### src/rtl/ls_unit_if.sv
// Byte-wide memory bus between the load/store unit and the bus arbiter/memory.
interface ls_unit_if;
    logic        mem_req;
    logic        mem_gnt;
    logic [31:0] mem_a;
    logic        mem_wr;
    logic [7:0]  mem_dout;
    logic [7:0]  mem_din;

    modport master (
        output mem_req,
        output mem_a,
        output mem_wr,
        output mem_dout,
        input  mem_gnt,
        input  mem_din
    );

    modport slave (
        input  mem_req,
        input  mem_a,
        input  mem_wr,
        input  mem_dout,
        output mem_gnt,
        output mem_din
    );
endinterface

### src/rtl/ls_unit.sv
// Load/store execution unit: takes the reservation station's held entry, arbitrates for the
// byte-wide bus, moves one byte per cycle and broadcasts the result on the common data bus.
module ls_unit (
    input  logic             clk,
    input  logic             rst,
    input  logic             rdy,
    input  logic             rs_busy,
    input  logic [2:0]       rs_op,
    input  logic [31:0]      rs_offset,
    input  logic [3:0]       rs_tagx,
    input  logic [3:0]       rs_tagy,
    input  logic [3:0]       rs_tagw,
    input  logic [31:0]      rs_datax,
    input  logic [31:0]      rs_datay,
    input  logic [4:0]       rs_target,
    output logic             busy_ls,
    output logic             ls_valid,
    output logic [31:0]      ls_data,
    output logic [3:0]       ls_tag,
    output logic [4:0]       ls_target,
    ls_unit_if.master        mem
);

    // Shared encodings for sinst_t and the operand-ready tag.
    localparam logic [2:0] LB  = 3'd0;
    localparam logic [2:0] LH  = 3'd1;
    localparam logic [2:0] LW  = 3'd2;
    localparam logic [2:0] LBU = 3'd3;
    localparam logic [2:0] LHU = 3'd4;
    localparam logic [2:0] SB  = 3'd5;
    localparam logic [2:0] SH  = 3'd6;
    localparam logic [2:0] SW  = 3'd7;
    localparam logic [3:0] UNLOCKED = 4'hF;

    typedef enum logic [1:0] {StIdle, StXfer, StDone} state_e;

    state_e      state_q, state_d;
    logic [2:0]  cnt_q, cnt_d;
    logic [31:0] addr_q, addr_d;
    logic [2:0]  op_q, op_d;
    logic [31:0] sdata_q, sdata_d;
    logic [31:0] ldata_q, ldata_d;
    logic [3:0]  tag_q, tag_d;
    logic [4:0]  target_q, target_d;

    logic        req_idle;
    logic        step;
    logic [2:0]  len;
    logic [2:0]  cap_idx;

    function automatic logic is_store(input logic [2:0] op);
        return (op == SB) || (op == SH) || (op == SW);
    endfunction

    function automatic logic [2:0] op_len(input logic [2:0] op);
        case (op)
            LB, LBU, SB: return 3'd1;
            LH, LHU, SH: return 3'd2;
            default:     return 3'd4;
        endcase
    endfunction

    assign ls_tag    = tag_q;
    assign ls_target = target_q;

    // Next-state, datapath capture and bus/CDB outputs.
    always_comb begin
        state_d      = state_q;
        cnt_d        = cnt_q;
        addr_d       = addr_q;
        op_d         = op_q;
        sdata_d      = sdata_q;
        ldata_d      = ldata_q;
        tag_d        = tag_q;
        target_d     = target_q;
        mem.mem_req  = 1'b0;
        mem.mem_wr   = 1'b0;
        mem.mem_a    = '0;
        mem.mem_dout = '0;
        busy_ls      = 1'b1;
        ls_valid     = 1'b0;
        ls_data      = '0;
        req_idle     = rs_busy && (rs_tagx == UNLOCKED)
                       && (!is_store(rs_op) || (rs_tagy == UNLOCKED));
        step         = rdy && mem.mem_gnt;
        len          = op_len(op_q);
        cap_idx      = cnt_q - 3'd1;

        unique case (state_q)
            StIdle: begin
                mem.mem_req = req_idle;
                if (req_idle && step) begin
                    addr_d   = rs_datax + rs_offset;
                    op_d     = rs_op;
                    sdata_d  = rs_datay;
                    tag_d    = rs_tagw;
                    target_d = rs_target;
                    cnt_d    = '0;
                    ldata_d  = '0;
                    state_d  = StXfer;
                end
            end
            StXfer: begin
                mem.mem_req = 1'b1;
                mem.mem_a   = addr_q + {29'd0, cnt_q};
                if (is_store(op_q)) begin
                    mem.mem_dout = sdata_q[{cnt_q[1:0], 3'b000} +: 8];
                    mem.mem_wr   = step;
                    if (step) begin
                        if (cnt_q == len - 3'd1) state_d = StDone;
                        else                     cnt_d   = cnt_q + 3'd1;
                    end
                end else if (step) begin
                    // Read data lags its address by one cycle, so byte k lands at cnt k+1.
                    if (cnt_q != 3'd0) ldata_d[{cap_idx[1:0], 3'b000} +: 8] = mem.mem_din;
                    if (cnt_q == len) state_d = StDone;
                    else              cnt_d   = cnt_q + 3'd1;
                end
            end
            StDone: begin
                busy_ls  = 1'b0;
                ls_valid = rdy;
                case (op_q)
                    LB:      ls_data = {{24{ldata_q[7]}}, ldata_q[7:0]};
                    LH:      ls_data = {{16{ldata_q[15]}}, ldata_q[15:0]};
                    LW:      ls_data = ldata_q;
                    LBU:     ls_data = {24'd0, ldata_q[7:0]};
                    LHU:     ls_data = {16'd0, ldata_q[15:0]};
                    default: ls_data = '0;
                endcase
                if (rdy) state_d = StIdle;
            end
            default: state_d = StIdle;
        endcase
    end

    // State and latched-operand registers; reset aborts any transfer in flight.
    always_ff @(posedge clk or negedge rst) begin
        if (!rst) begin
            state_q  <= StIdle;
            cnt_q    <= '0;
            addr_q   <= '0;
            op_q     <= LB;
            sdata_q  <= '0;
            ldata_q  <= '0;
            tag_q    <= UNLOCKED;
            target_q <= '0;
        end else begin
            state_q  <= state_d;
            cnt_q    <= cnt_d;
            addr_q   <= addr_d;
            op_q     <= op_d;
            sdata_q  <= sdata_d;
            ldata_q  <= ldata_d;
            tag_q    <= tag_d;
            target_q <= target_d;
        end
    end

endmodule
### src/flat_wrapper.sv
// flat-port wrapper written by rule: the top's interface ports become plain ports
module ls_unit_flat 
  (clk, rst, rdy, rs_busy, rs_op, rs_offset, rs_tagx, rs_tagy, rs_tagw, rs_datax, rs_datay, rs_target, busy_ls, ls_valid, ls_data, ls_tag, ls_target, mem_mem_req, mem_mem_a, mem_mem_wr, mem_mem_dout, mem_mem_gnt, mem_mem_din);
  ls_unit_if mem_i ();
  input  logic clk;
  input  logic rst;
  input  logic rdy;
  input  logic rs_busy;
  input  logic [2:0] rs_op;
  input  logic [31:0] rs_offset;
  input  logic [3:0] rs_tagx;
  input  logic [3:0] rs_tagy;
  input  logic [3:0] rs_tagw;
  input  logic [31:0] rs_datax;
  input  logic [31:0] rs_datay;
  input  logic [4:0] rs_target;
  output logic busy_ls;
  output logic ls_valid;
  output logic [31:0] ls_data;
  output logic [3:0] ls_tag;
  output logic [4:0] ls_target;
  output wire logic [$bits(mem_i.mem_req)-1:0] mem_mem_req;
  output wire logic [$bits(mem_i.mem_a)-1:0] mem_mem_a;
  output wire logic [$bits(mem_i.mem_wr)-1:0] mem_mem_wr;
  output wire logic [$bits(mem_i.mem_dout)-1:0] mem_mem_dout;
  input wire logic [$bits(mem_i.mem_gnt)-1:0] mem_mem_gnt;
  input wire logic [$bits(mem_i.mem_din)-1:0] mem_mem_din;
  assign mem_mem_req = mem_i.mem_req;
  assign mem_mem_a = mem_i.mem_a;
  assign mem_mem_wr = mem_i.mem_wr;
  assign mem_mem_dout = mem_i.mem_dout;
  assign mem_i.mem_gnt = mem_mem_gnt;
  assign mem_i.mem_din = mem_mem_din;
  ls_unit u_core (.clk(clk), .rst(rst), .rdy(rdy), .rs_busy(rs_busy), .rs_op(rs_op), .rs_offset(rs_offset), .rs_tagx(rs_tagx), .rs_tagy(rs_tagy), .rs_tagw(rs_tagw), .rs_datax(rs_datax), .rs_datay(rs_datay), .rs_target(rs_target), .busy_ls(busy_ls), .ls_valid(ls_valid), .ls_data(ls_data), .ls_tag(ls_tag), .ls_target(ls_target), .mem(mem_i));
endmodule
### config.mk
export PLATFORM = sky130hd
export DESIGN_NAME = ls_unit_flat
export DESIGN_NICKNAME = d
export VERILOG_FILES = /design/src/rtl/ls_unit_if.sv /design/src/rtl/ls_unit.sv /design/src/flat_wrapper.sv
export SDC_FILE = /design/constraint.sdc
export NUM_CORES = 1
export LEC_CHECK = 0
export BUFFER_PORTS_ARGS = -buffer_cell sky130_fd_sc_hd__buf_2
export CAP_MARGIN = 30
export CORE_MARGIN = 5
export CORE_UTILIZATION = 54
export CTS_BUF_LIST = sky130_fd_sc_hd__clkbuf_16
export DETAILED_ROUTE_END_ITERATION = 12
export HOLD_SLACK_MARGIN = 0.1
export PLACE_DENSITY_LB_ADDON = 0.2
export SLEW_MARGIN = 25
export SYNTH_ARGS = -nofsm -noshare
export SYNTH_HDL_FRONTEND = slang
export SYNTH_SLANG_ARGS = --single-unit
### constraint.sdc
create_clock -name clk -period 4.09 [get_ports clk]
set_clock_uncertainty 0.15 [all_clocks]
set_input_delay 0.818 -clock clk [delete_from_list [all_inputs] [get_ports clk]]
set_output_delay 0.818 -clock clk [all_outputs]
set_load 0.03 [all_outputs]
==> flow_summary_export.csv <==
group,metric,value,unit
placement,dpl.hpwl,17.4,mm
power,p_clk_frac,0.338,
layout,layout_commonest_cell,"nand2_1",
outcome,status,"finished clean",
min_path,hold_class,"in -> async",
sta,timing.hold.ws,195,ps
yosys,synth_top_flop_cell,"dfrtp_1",
yosys,synth-seq-area-share,0.343,
clock_tree,cts_inserted_buffers,17,
floorplan,initial_core_util,0.547,
placement,dp.cells,1416,
clock_tree,cts_buffer_depth,2,
global_routing,grt_max_degree,54,
worst_setup_path,rrSetupSlack,1200,ps
placement,pre_cts_ws,599,ps
sta,hold_viol_final,0,
worst_setup_path,cp_data_arrival_time,2910,ps
floorplan,core_area,0.0151,mm^2
worst_setup_path,reg2reg_from,"u_core.op_q[0]",
sta,setup_tns,0,ps
yosys,syn_area_per_cell,7.79,um^2
yosys,syn-cell-area,0.00825,mm^2
yosys,yosys_warnings,0,
run,cap_violations,0,
layout,fin_nets,1421,
floorplan,fp.dieArea,0.0179,mm^2
sta,post-route-period-util,0.948,
power,powerDensity,395,mW/mm^2
sta,fin_crit,3880,ps
floorplan,row_count,45,
layout,layout.cells.non_filler,1450,
floorplan,io-pin-count,214,
sta,worst_pin_slew,850,ps
power,leakage,4.85,nW
power,p_switching,0.00141,W
floorplan,die_w,134,um
floorplan,die_h,134,um
global_routing,grt_pass1_wl,37.4,mm
clock_tree,root_buffer,"clkbuf_16",
global_routing,grt-ovfl-total,0,
routing,vias_per_cell,5.73,
sta,slew_headroom,0.430,
layout,diodes,0,
placement,gp_congestion,0.915,
worst_setup_path,end_kind,"output port",
global_routing,grt_pass1_vias,7612,
routing,first_pass_iters,5,
routing,drt-initial-drc-count,618,
placement,portBuffers,213,
power,p_seq_frac,0.344,
layout,syn2layout_area_growth,21.1,%
power,design_power_total,0.00395,W
yosys,yosysUniqueCellTypes,75,
worst_setup_path,reg2reg_depth,10,
yosys,synth-edff-count,0,
power,power_frac_comb,0.318,
worst_setup_path,crit_path_start_kind,"flip-flop",
worst_setup_path,critPathCapture,"mem_mem_a[31]",
clock_tree,clock-sinks,113,
sta,slew_violations,0,
yosys,syn_nets,1230,
power,swShare,0.359,
clock_tree,clk_pin_slew,50,ps
routing,drtAntennaViolNets,0,
worst_setup_path,setup.worst_path.start,"u_core.cnt_q[1]",
worst_setup_path,crit_required,3120,ps
layout,final_cell_mix,"nand2_1, buf_2, dfrtp_1",
clock_tree,htreeDepth,4,
sta,rsz0062_at_grt,"no",
sta,max_freq,258,MHz
yosys,syn_inst,1059,
yosys,synth-seq-cells,113,
clock_tree,cts_tree,"built",
power,p_int,0.00253,W
sta,setup_violations,0,
global_routing,grt_usage,0.254,
routing,drc_errors,0,
routing,vias,8307,
routing,routed_wl,23.3,mm
clock_tree,clock_latency,410,ps
sta,fin_ws,211,ps
worst_setup_path,rr_endpoint,"u_core.cnt_q[1]",
yosys,synthArstFlopShare,1.00,
layout,layout-drive-gt1-share,0.229,
power,vdd_ir_drop_max,393,uV
routing,wl_per_cell,16.1,um
global_routing,antenna_found_initial,1,
worst_setup_path,critPathKind,"reg -> out",
worst_setup_path,crit_fanout,15,
power by group through the flow:
stage	Combinational [W]	Clock, W	Sequential [W]
6_report	0.00125	0.00134	0.00136
5_1_grt	0.00140	0.00140	0.00137
4_1_cts	0.00125	0.00135	0.00135
3_5_place_dp	0.00124	0	0.00137
3_3_place_gp	0.00122	0	0.00137
2_1_floorplan	0.000872	0	0.00136
metrics by stage:
| stage | util | cell area, um^2 |
|---|---|---|
| global route | 0.662 | 9990 |
| detailed placement | 0.626 | 9440 |
| floorplan | - | 8250 |
| global placement | 0.624 | 9410 |
| finish | 0.662 | 9990 |
| CTS | 0.661 | 9970 |
worst max-delay path, stage by stage (launching register included):
cell     delay (ps)
dfrtp_1         380
buf_4           210
ha_1            300
a21o_1          100
a21oi_1         100
nor2_1          500
nand3_1         170
or3_1           370
a21oi_1         140
buf_2           240
Yosys cell counts (3+ instances only):
cell / n / area [um^2]
nor3_1: 16 / 80.1
mux2i_1: 3 / 30.0
and3_1: 26 / 163
o41ai_1: 3 / 26.3
o21ai_1: 4 / 20.0
a21oi_1: 83 / 415
a211o_1: 3 / 26.3
xnor2_1: 21 / 184
a21o_1: 10 / 75.1
o31ai_1: 5 / 37.5
clkbuf_2: 3 / 15.0
dfstp_2: 4 / 105
nand2b_1: 5 / 31.3
o22ai_1: 3 / 18.8
o21a_1: 8 / 60.1
nor2_1: 77 / 289
and2_1: 16 / 100
nand4_1: 13 / 81.3
ha_1: 40 / 500
xor2_1: 26 / 228
inv_1: 15 / 56.3
a22oi_1: 3 / 22.5
dfrtp_1: 109 / 2730
o2111ai_1: 6 / 52.6
nand3b_1: 3 / 22.5
and4_1: 6 / 52.6
o21ai_0: 77 / 385
buf_1: 7 / 26.3
o21bai_1: 6 / 45.0
nand3_1: 28 / 140
o211ai_1: 8 / 60.1
nand2_1: 291 / 1090
a31o_2: 3 / 26.3
a21oi_2: 3 / 26.3
clkbuf_1: 36 / 135
buf_2: 8 / 40.0
a211oi_1: 8 / 60.1
mux4_2: 8 / 180
nor2b_1: 3 / 18.8
a31oi_1: 6 / 37.5
or3_1: 11 / 68.8
worst min-delay path by stage:
stage / startpoint / to / slack (ps) / cells after the start
3_3_place_gp: u_core.ls_tag[2] / u_core.ls_tag[2] / 290 / 2
3_5_place_dp: u_core.ls_tag[2] / u_core.ls_tag[2] / 300 / 2
2_1_floorplan: u_core.sdata_q[16] / u_core.sdata_q[16] / 290 / 2
4_1_cts: rst / u_core.ldata_q[13] / 200 / 1
6_report: rst / u_core.ldata_q[8] / 190 / 1
5_1_grt: rst / u_core.ldata_q[13] / 220 / 1
sequential cells by signal (all words and copies together), names as in the netlist:
register          cells
u_core.sdata_q       32
u_core.cnt_q          3
u_core.ls_target      5
u_core.ldata_q       32
u_core.addr_q        32
u_core.ls_tag         4
u_core.op_q           3
u_core.state_q        2
per-layer routing:
layer | track usage | wire [um] | share of wire
met5 | 0 | 7 | 0.00030
met4 | 0.0446 | 201 | 0.0086
met3 | 0.0653 | 1730 | 0.074
met2 | 0.398 | 10600 | 0.46
met1 | 0.362 | 10700 | 0.46
area by class of cell:
type,count,area (um^2)
multi-input cells,874,5130
fillers,1381,5100
flip-flops and latches,113,2830
repair buffers,229,1210
clock buffers,17,425
well taps,188,235
clock inverters,14,104
inverters,15,56.3
cell families (layout without fill, tap and decap cells):
kind of cell / Yosys count / count (layout) / share of synthesized area
flops: 113 / 113 / 0.343
compound gates: 268 / 268 / 0.209
simple gates: 505 / 505 / 0.269
mux: 12 / 12 / 0.0268
xor+xnor: 47 / 47 / 0.0499
buf+inv: 72 / 275 / 0.0362
fa+ha+maj: 42 / 42 / 0.0655
timing repair:
item	4_1_cts	5_1_grt
buffers inserted	0	1
hold buffers	0	0
setup endpoints to repair	0	1
gates resized for setup	0	0
endpoints found under the hold margin	0	0
Power figures use the tool's default switching activity.
